**src/rtl/alu_arbiter.sv**
```systemverilog
// Round-robin front end that shares one external combinational ALU between two
// requesters; each accepted op runs for one cycle and lands in that port's response slot.
module alu_arbiter (
    input  logic        clk,
    input  logic        reset,
    input  logic        req_valid_0,
    input  logic        req_valid_1,
    output logic        req_ready_0,
    output logic        req_ready_1,
    input  logic [31:0] req_a_0,
    input  logic [31:0] req_a_1,
    input  logic [31:0] req_b_0,
    input  logic [31:0] req_b_1,
    input  logic [3:0]  req_ctrl_0,
    input  logic [3:0]  req_ctrl_1,
    output logic        resp_valid_0,
    output logic        resp_valid_1,
    input  logic        resp_ready_0,
    input  logic        resp_ready_1,
    output logic [31:0] resp_result_0,
    output logic [31:0] resp_result_1,
    output logic        resp_zero_0,
    output logic        resp_zero_1,
    output logic [31:0] alu_a,
    output logic [31:0] alu_b,
    output logic [3:0]  alu_ctrl,
    input  logic [31:0] alu_result,
    input  logic        alu_zero,
    output logic        busy
);

    typedef enum logic {IDLE = 1'b0, EXEC = 1'b1} state_t;

    localparam logic [3:0] NOP_CTRL = 4'b1111;

    state_t      state_reg, state_next;
    logic        last_grant_reg;
    logic        owner_reg;
    logic [31:0] op_a_reg, op_b_reg;
    logic [3:0]  op_ctrl_reg;

    logic [1:0]  resp_valid_reg;
    logic [31:0] resp_result_reg [2];
    logic [1:0]  resp_zero_reg;
    logic [1:0]  resp_ready_vec;

    logic        elig_0, elig_1;
    logic        grant_any;
    logic        grant;
    logic        accept;
    logic        finish;

    // A port with an unconsumed response may not issue again.
    assign elig_0    = req_valid_0 & ~resp_valid_reg[0];
    assign elig_1    = req_valid_1 & ~resp_valid_reg[1];
    assign grant_any = elig_0 | elig_1;
    assign grant     = (elig_0 & elig_1) ? ~last_grant_reg : elig_1;
    assign accept    = (state_reg == IDLE) & grant_any;
    assign finish    = (state_reg == EXEC);

    assign resp_ready_vec = {resp_ready_1, resp_ready_0};

    always_ff @(posedge clk or posedge reset) begin
        if (reset) begin
            state_reg <= IDLE;
        end else begin
            state_reg <= state_next;
        end
    end

    always_comb begin
        state_next = state_reg;
        case (state_reg)
            IDLE: if (accept) state_next = EXEC;
            EXEC: state_next = IDLE;
            default: state_next = IDLE;
        endcase
    end

    always_comb begin
        req_ready_0 = 1'b0;
        req_ready_1 = 1'b0;
        busy        = 1'b0;
        alu_a       = 32'd0;
        alu_b       = 32'd0;
        alu_ctrl    = NOP_CTRL;
        case (state_reg)
            IDLE: begin
                req_ready_0 = grant_any & ~grant;
                req_ready_1 = grant_any & grant;
            end
            EXEC: begin
                busy     = 1'b1;
                alu_a    = op_a_reg;
                alu_b    = op_b_reg;
                alu_ctrl = op_ctrl_reg;
            end
            default: ;
        endcase
    end

    // Operands are sampled only on the handshake; withdrawn requests leave no trace.
    always_ff @(posedge clk or posedge reset) begin
        if (reset) begin
            owner_reg      <= 1'b0;
            last_grant_reg <= 1'b1;
            op_a_reg       <= 32'd0;
            op_b_reg       <= 32'd0;
            op_ctrl_reg    <= 4'd0;
        end else begin
            if (accept) begin
                owner_reg   <= grant;
                op_a_reg    <= grant ? req_a_1 : req_a_0;
                op_b_reg    <= grant ? req_b_1 : req_b_0;
                op_ctrl_reg <= grant ? req_ctrl_1 : req_ctrl_0;
            end
            if (finish) begin
                last_grant_reg <= owner_reg;
            end
        end
    end

    // Completion and consumption never collide: a completing port's slot was empty.
    generate
        for (genvar gi = 0; gi < 2; gi++) begin : g_slot
            always_ff @(posedge clk or posedge reset) begin
                if (reset) begin
                    resp_valid_reg[gi]  <= 1'b0;
                    resp_result_reg[gi] <= 32'd0;
                    resp_zero_reg[gi]   <= 1'b0;
                end else if (finish && (owner_reg == gi[0])) begin
                    resp_valid_reg[gi]  <= 1'b1;
                    resp_result_reg[gi] <= alu_result;
                    resp_zero_reg[gi]   <= alu_zero;
                end else if (resp_valid_reg[gi] && resp_ready_vec[gi]) begin
                    resp_valid_reg[gi]  <= 1'b0;
                end
            end
        end
    endgenerate

    assign resp_valid_0  = resp_valid_reg[0];
    assign resp_valid_1  = resp_valid_reg[1];
    assign resp_result_0 = resp_result_reg[0];
    assign resp_result_1 = resp_result_reg[1];
    assign resp_zero_0   = resp_zero_reg[0];
    assign resp_zero_1   = resp_zero_reg[1];

endmodule

```
**config.mk**
```make
export PLATFORM = sky130hd
export DESIGN_NAME = alu_arbiter
export DESIGN_NICKNAME = d
export VERILOG_FILES = /design/src/rtl/alu_arbiter.sv
export SDC_FILE = /design/constraint.sdc
export NUM_CORES = 1
export LEC_CHECK = 0
export CAP_MARGIN = 10
export CORE_ASPECT_RATIO = 0.8
export CORE_UTILIZATION = 44
export DETAILED_ROUTE_END_ITERATION = 6
export GPL_TIMING_DRIVEN = 0
export PLACE_DENSITY = 0.92
export SYNTH_ARGS = -nofsm -noshare
export SYNTH_HDL_FRONTEND = slang
export SYNTH_SLANG_ARGS = --single-unit
```
**constraint.sdc**
```tcl
create_clock -name clk -period 12.6 [get_ports clk]
set_clock_uncertainty 0.15 [all_clocks]
set_input_delay 1.26 -clock clk [delete_from_list [all_inputs] [get_ports clk]]
set_output_delay 1.26 -clock clk [all_outputs]
set_load 0.02 [all_outputs]
```
# Word-level counts from Yosys, hierarchy flattened
# Index checks and enable logic that the tools add are counted.
# classes
muxes	16
reduce_logical	6
eq_ne	0
add_sub_neg	0
multipliers	0
shift	0
order_cmp	0
div	0
bitwise	13
# ops
operator	count
$mux 32	4
$mux 1	9
$mux 4	2
$and 1x1->1	6
$not 1->1	6
$logic_and 1x1->1	4
$reduce_bool 2->1	2
$pmux 1 s2	1
$or 1x1->1	1
# totals
register_bits	139
output_inout_bits	139
mem_count	0
word_cells	47
latchBits	0
mem_bits_rw	0
rom_bits	0

# Depth between registers and ports, before layout
# Gate-level depths: netlist of the first run.
# depth
word_depth	7
ltp_mapped	6

# Worst setup path before layout of the first run
# No wires, ideal clock.
# synth_path
kind	input to output
start	in req_valid_0
end	out req_ready_1
path_stages	5
path_slack_ns	8.828
t_required_ns	11.190
arrival_time_ns	2.362
path_cell_list	and3b_1 -> buf_2 -> buf_4 -> buf_6 -> nor3_1
# synth_via
elab_chain_len	5
elab_cells_between_ends	6
classes_between	2 x mux; 4 x bitwise
# synth_rtl
element	line	source
from (decl)	6	input logic req_valid_0,
$and 1x1->1 (*)	54	assign elig_0 = req_valid_0 & ~resp_valid_reg[0];
$and 1x1->1	57	assign grant = (elig_0 & elig_1) ? ~last_grant_reg : elig_1;
$mux 1	57	
$and 1x1->1 (*)	90	req_ready_1 = grant_any & grant;
$mux 1 (*)	87	case (state_reg)
to (decl)	9	output logic req_ready_1,
# Every way passes the cells marked *; elsewhere a longest branch is shown, timed or not.

# Worst setup path after layout of the first run
# layout_path
start	in req_valid_0
end	out req_ready_0
# layout_via
elab_chain_len	6
elab_cells_between_ends	7
classes_between	2 x mux; 5 x bitwise
# layout_rtl
element	line	source
$and 1x1->1 (*)	54	
$and 1x1->1	57	
$mux 1	57	
$not 1->1	89	req_ready_0 = grant_any & ~grant;
$and 1x1->1 (*)	89	
$mux 1 (*)	87	
to (decl)	8	output logic req_ready_0,
# Marked as above.

==> out/metrics.yaml, run 1 <==
clocking:
  root_buffer: "clkbuf_16"
  hold_buffers: 0
  ctsHtreeMaxLevel: 4
  clkTransAtPathRegs_ps: 60
  cts_buffers: 17
  clkSinkCount: 139
  cts_resized: 0
  clock_path_buffers: 2
  cts_setup_buffers: 0
  clk_latency_ps: 420
  cts_tree: "built"
detailed_routing:
  remaining_drc_errors: 6
  drt_pre_antenna_iters: 7
  wl_met2_um: 10590
  wl_per_cell_um: 21.03
  num_vias: 5721
  drt_iter0_drc: 334
  top_layer_used: "met4"
  viasPerCell: 5.664
  ant_nets: 0
  wl_um: 21240
  wl_met3_um: 1403
  wl_met1_um: 8497
layout:
  drive_above_1_share: 0.09201
  multi_input_area_um2: 2592
  seqCellArea_um2: 3480
  instances_no_fill: 1010
  fill_cells: 911
  final_core_util: 0.7282
  antenna_cells: 0
  finish.net_count: 988
  area_delta_synth_final_pct: 62.10
timing:
  tightest_slew_ps: 890.7
  setup_viol: 0
  relSlewSlack: 0.4062
  fin_crit_ps: 5044
  hold_viol_final: 0
  slew_violations: 0
  grt_setup_unrepaired: "no"
  fin_tns_setup_ps: 0
  fmax_mhz: 198.3
  post-route-period-util: 0.4003
grt:
  grt_max_degree: 74
  grt_pass1_wl_um: 31770
  grt_util_all_layers: 0.2845
  overflow: 0
  grt_pass1_vias: 6015
  antenna_found_initial: 0
worst_setup_path:
  cp_max_fo: 10
  arrival_ps: 3630
  setup.worst_path.class: "in2out"
  critPathMaxStageDelay_ps: 770
  cp-end-kind: "primary output"
  cp-start-kind: "input port"
  crit_path_frequent_cell: "clkdlybuf4s50_1"
  critPathSlowestCell: "a311oi_2"
  crit_chain: "clkdlybuf4s50_1 > nand2b_4 > a311oi_2 > buf_2 > clkdlybuf4s50_1"
  worst-endpoint-required_ps: 11190
power:
  ir_drop_mv: 0.1782
  p_leak_nw: 4.168
  power_density_nw_per_um2: 261.0
synth:
  synth_cell_types: 22
  netlist_instances: 480
  avgSynthCellArea_um2: 13.34
  synth_seq_cells: 139
  yosysTopAreaCellShare: 0.5395
  yosys_warnings: 0
  ys_seq_area_frac: 0.5436
  yosys.area.top_type: "dfrtp_1"
  syn-cell-area_um2: 6401
  synth_area_leaders: "dfrtp_1 54%, mux2_1 12%, a221o_1 11%"
  syn-num-nets: 655
run_status:
  outcome: "complete, but fails checks"
  failed_checks: "design-rule violations"
place:
  dp_hpwl_um: 15480
  portBuffers: 313
  place_inst: 978
  gp_congestion: 0.8459
floorplan:
  die_y_um: 109.9
  num_io_pins: 314
  core_um2: 14250
  dieWidth_um: 136.9
  rows: 39
  initial_utilization: 0.4492
  fp.dieArea_um2: 15040
hold_path:
  hp-class: "reg2reg"
run:
  drv_cap: 0
-- cell type report --
type,instances,share of cell area
Sequential cell,139,0.3353
Multi-Input combinational cell,282,0.2498
Clock buffer,17,0.04100
Timing Repair Buffer,314,0.3046
Tap cell,184,0.02219
Inverter,5,0.002291
Buffer,54,0.02990
Clock inverter,15,0.01483
-- cells in the final DEF (no fill, tap or decap), types with 5 or more instances in the layout --
cell type / n
clkdlybuf4s50_1: 313
clkbuf_16: 17
buf_6: 9
a221o_1: 68
inv_6: 7
buf_4: 6
nor4b_2: 9
buf_2: 14
nor4b_1: 59
dfrtp_1: 138
clkbuf_1: 25
mux2_1: 66
nand2b_1: 5
and2_1: 64
-- final timing paths --
path	startpoint	endpoint	slack, ps	cells past startpoint
setup / recovery	req_valid_0	req_ready_0	7560	5
hold / removal	resp_result_1[13]	resp_result_1[13]	340	1
setup reg to reg	last_grant_reg	op_b_reg[22]	10280	4
hold reg to reg	resp_result_1[13]	resp_result_1[13]	340	1
max in group asynchronous	reset	last_grant_reg	10310	3
min in group asynchronous	reset	resp_result_0[20]	1210	2
-- routing by layer --
layer,vias to the layer above,global-route usage
li1,2507,-
met1,2856,0.3397
met2,296,0.4782
met3,62,0.07884
met4,0,0.1342
met5,-,0
-- synthesized netlist by cell type --
master	n
nor3_1	1
a311oi_2	1
a21o_1	3
inv_2	1
nor4b_1	59
dfrtp_1	138
inv_1	4
clkbuf_1	25
buf_4	6
buf_2	14
o21ai_1	2
nand2b_4	1
mux2_1	66
nand2b_1	5
nand2_1	1
nor2b_1	1
and2_1	64
a221o_1	68
and3b_1	1
buf_6	9
nor4b_2	9
dfstp_2	1
-- power breakdown --
| group | switching (mW) | leakage, nW | internal [mW] |
|---|---|---|---|
| logic | 0.719 | 2.22 | 0.698 |
| registers | 0.126 | 1.67 | 0.675 |
| clock network | 0.212 | 0.276 | 0.279 |
-- through the flow --
stage               setup slack (ps)  area [um2]  hold slack (ps)  total power, mW
floorplan                       7467        6401            321.3            1.562
global placement                5807        9764            317.6            2.153
detailed placement              7572        9797            323.7            2.216
CTS                             7537       10380            340.6            2.720
global route                    7436       10380            348.4            2.843
finish                          7556       10380            338.9            2.708
-- cells by family after synthesis --
logic type / Yosys count / synth area share
and+or+nand+nor: 142 / 0.1751
buffers and inverters: 59 / 0.05141
DFF: 139 / 0.5436
muxes: 66 / 0.1161
AOI/OAI and AO/OA: 74 / 0.1138
-- critical path, delay by kind of cell --
family	cells	cell delay (ps)
compound gates	1	770
simple gates	1	70
buf+inv	3	1530
(Power assumes the default switching activity.)
==> inputs of run 2 (changes only) <==
--- a/config.mk
+++ b/config.mk
@@ -7,10 +7,10 @@
 export LEC_CHECK = 0
 export CAP_MARGIN = 10
 export CORE_ASPECT_RATIO = 0.8
-export CORE_UTILIZATION = 44
+export CORE_UTILIZATION = 37
 export DETAILED_ROUTE_END_ITERATION = 6
 export GPL_TIMING_DRIVEN = 0
-export PLACE_DENSITY = 0.92
+export PLACE_DENSITY = 0.83
 export SYNTH_ARGS = -nofsm -noshare
 export SYNTH_HDL_FRONTEND = slang
 export SYNTH_SLANG_ARGS = --single-unit
==> constraint.sdc (replaced) <==
create_clock -name clk -period 4.5 [get_ports clk]
set_clock_uncertainty 0.15 [all_clocks]
set_input_delay 0.45 -clock clk [delete_from_list [all_inputs] [get_ports clk]]
set_output_delay 0.45 -clock clk [all_outputs]
set_load 0.02 [all_outputs]
==> run 2 against run 1 <==
Net effect: the run now ends clean; combinational power increased to 2.8 times the previous value; final cell count increased by 3.5%; worst hold slack worse by 7.3 ps; via count is 3.4% lower; clock-buffer cell count is 1 higher; global-route usage is 5.3 points lower; register-to-register slack got worse by 7900 ps; setup slack lost 6400 ps; critical endpoint is now alu_a[0]; largest cell class unchanged; highest routed layer unchanged.
==> out/metrics.yaml, run 2 (synthesis gave the netlist of run 1 again) <==
grt:
  use_met1: 0.2940  # -0.04567
  grt_pass1_wl_um: 31530  # -0.76%
  grt_util_all_layers: 0.2315  # -0.05303
  antenna_found_initial: 0  # unchanged
  met3_usage: 0.06540  # -0.01344
  grt_pass1_vias: 5798  # -3.6%
  gr-usage-met2: 0.3744  # -0.1038
  overflow: 0  # unchanged
  grt_max_degree: 84  # +14%
  grt.busiest_layer: "met2"
worst_setup_path:
  critPathSlowestCell: "clkdlybuf4s50_1"
  worst-endpoint-required_ps: 3900  # -7290 ps
  setup.worst_path.class: "reg2out"
  path_delay_family: "buffers and inverters"
  arrival_ps: 2770  # -860 ps
  crit_chain: "buf_4 > buf_4 > buf_2 > clkbuf_1 > and2_1 > clkdlybuf4s50_1"
  critPathMaxStageDelay_ps: 610  # -160 ps
  reg2reg_from: "last_grant_reg"
  cp_max_fo: 10  # unchanged
  startpoint: "finish"
  cp-end-kind: "primary output"
  cp-start-kind: "flip-flop"
  worst-path-buf-inv: 5  # +2
  crit_path_frequent_cell: "buf_4"
clocking:
  clkTransAtPathRegs_ps: 60  # about the same
  cts_tree: "built"
  root_buffer: "clkbuf_16"
  ctsHtreeMaxLevel: 4  # unchanged
  clkSinkCount: 139  # unchanged
  hold_buffers: 0  # unchanged
  clock_path_buffers: 2  # unchanged
  clk_latency_ps: 410  # about the same
  cts_buffers: 17  # unchanged
  cts_setup_buffers: 0  # unchanged
  cts_resized: 0  # unchanged
hold_path:
  hp-class: "reg2reg"
  hold_path.startpoint: "resp_result_0[28]"
detailed_routing:
  drt_pre_antenna_iters: 5  # -2
  num_vias: 5528  # -3.4%
  wl_um: 20490  # -3.6%
  ant_nets: 0  # unchanged
  wl_per_cell_um: 19.60  # -6.8%
  viasPerCell: 5.290  # -6.6%
  remaining_drc_errors: 0  # -6
  drt_iter0_drc: 200  # -40%
timing:
  fmax_mhz: 296.8
  slew_violations: 0  # unchanged
  fin_crit_ps: 3369
  grt_setup_unrepaired: "no"
  setup_viol: 0  # unchanged
  tightest_slew_ps: 697.4  # -193.3 ps
  relSlewSlack: 0.5351  # +0.1289
  hold_viol_final: 0  # unchanged
  post-route-period-util: 0.7486
floorplan:
  num_io_pins: 314  # unchanged
  die_y_um: 119.6  # +8.9%
  core_um2: 16710  # +17%
  initial_utilization: 0.3830  # -0.06620
  dieWidth_um: 149.1  # +8.9%
  fp.dieArea_um2: 17830  # +19%
  rows: 42  # +7.7%
place:
  portBuffers: 313  # unchanged
  dp_hpwl_um: 15180  # -1.9%
  gp_congestion: 0.8004  # -5.4%
layout:
  finish.net_count: 988  # unchanged
  drive_above_1_share: 0.08970  # -0.002313
  mostFrequentLayoutCells: "313 x clkdlybuf4s50_1, 138 x dfrtp_1, 68 x a221o_1"
  layout_commonest_cell: "clkdlybuf4s50_1"
  antenna_cells: 0  # unchanged
  final_core_util: 0.6233  # -0.1049
  area_delta_synth_final_pct: 62.72
power:
  p_leak_nw: 4.165  # about the same
  p_total_mw: 7.488  # +180%
  power_density_nw_per_um2: 718.9  # +180%
  ir_drop_mv: 0.2746  # +54%
run:
  drv_cap: 0  # unchanged
run_status:
  outcome: "finished, final reports clean"
## run 2: cell count changes in the layout (fill, tap and decap cells not counted), sizes merged
cell    previous run  this run
inv               13         7
clkbuf            42        43
bufinv             1         2
clkinv             3         6
## run 2: routing by layer
layer | vias to the layer above | part of all wire | routed length [um]
met5 | - | 0 | 0
met4 | 0 | 0.026 | 531
met3 | 42 | 0.075 | 1533
met2 | 241 | 0.48 | 9782
met1 | 2744 | 0.42 | 8640
li1 | 2501 | - | -
## run 2: cell type report
class,count,area (um2)
inverters,5,23.77
clock buffers,18,429.2
flip-flops and latches,139,3480
clock inverters,13,145.1
fillers,1360,6295
repair buffers,314,3161
multi-input cells,282,2592
well taps,220,275.3
plain buffers,54,310.3
## run 2: worst paths after layout
check | endpoint | slack, ps | cells after the start
max | alu_a[0] | 1130 | 6
min | resp_result_0[28] | 330 | 1
min reg2reg | resp_result_0[28] | 330 | 1
max reg2reg | op_b_reg[21] | 2350 | 4
max in group asynchronous | last_grant_reg | 3060 | 3
min in group asynchronous | resp_result_0[19] | 340 | 2
## run 2: worst register-to-register path, stage by stage, from the launching register on
cell      delay (ps)
dfstp_2          520
inv_1             60
a311oi_2         650
clkbuf_1         470
a221o_1          240
## run 2: stage by stage
| stage | TNS, ps | cell area [um2] | instances | hold slack (ps) | setup slack [ps] |
|---|---|---|---|---|---|
| floorplan | 0 | 6401 | 480 | 321.3 | 177.1 |
| global placement | -263580 | 9809 | 1013 | 316.0 | -1919 |
| detailed placement | 0 | 9842 | 1014 | 323.7 | 1231 |
| CTS | 0 | 10420 | 1045 | 337.5 | 1121 |
| global route | 0 | 10420 | 1045 | 347.2 | 1004 |
| finish | 0 | 10420 | 1045 | 331.6 | 1131 |
## run 2: where the power goes
part	switching (mW)	internal, mW	leakage [nW]	total [mW]
Combinational	1.97	1.95	2.22	3.92
Sequential	0.311	1.89	1.67	2.20
Clock	0.549	0.817	0.273	1.37
Total	2.83	4.66	4.16	7.49
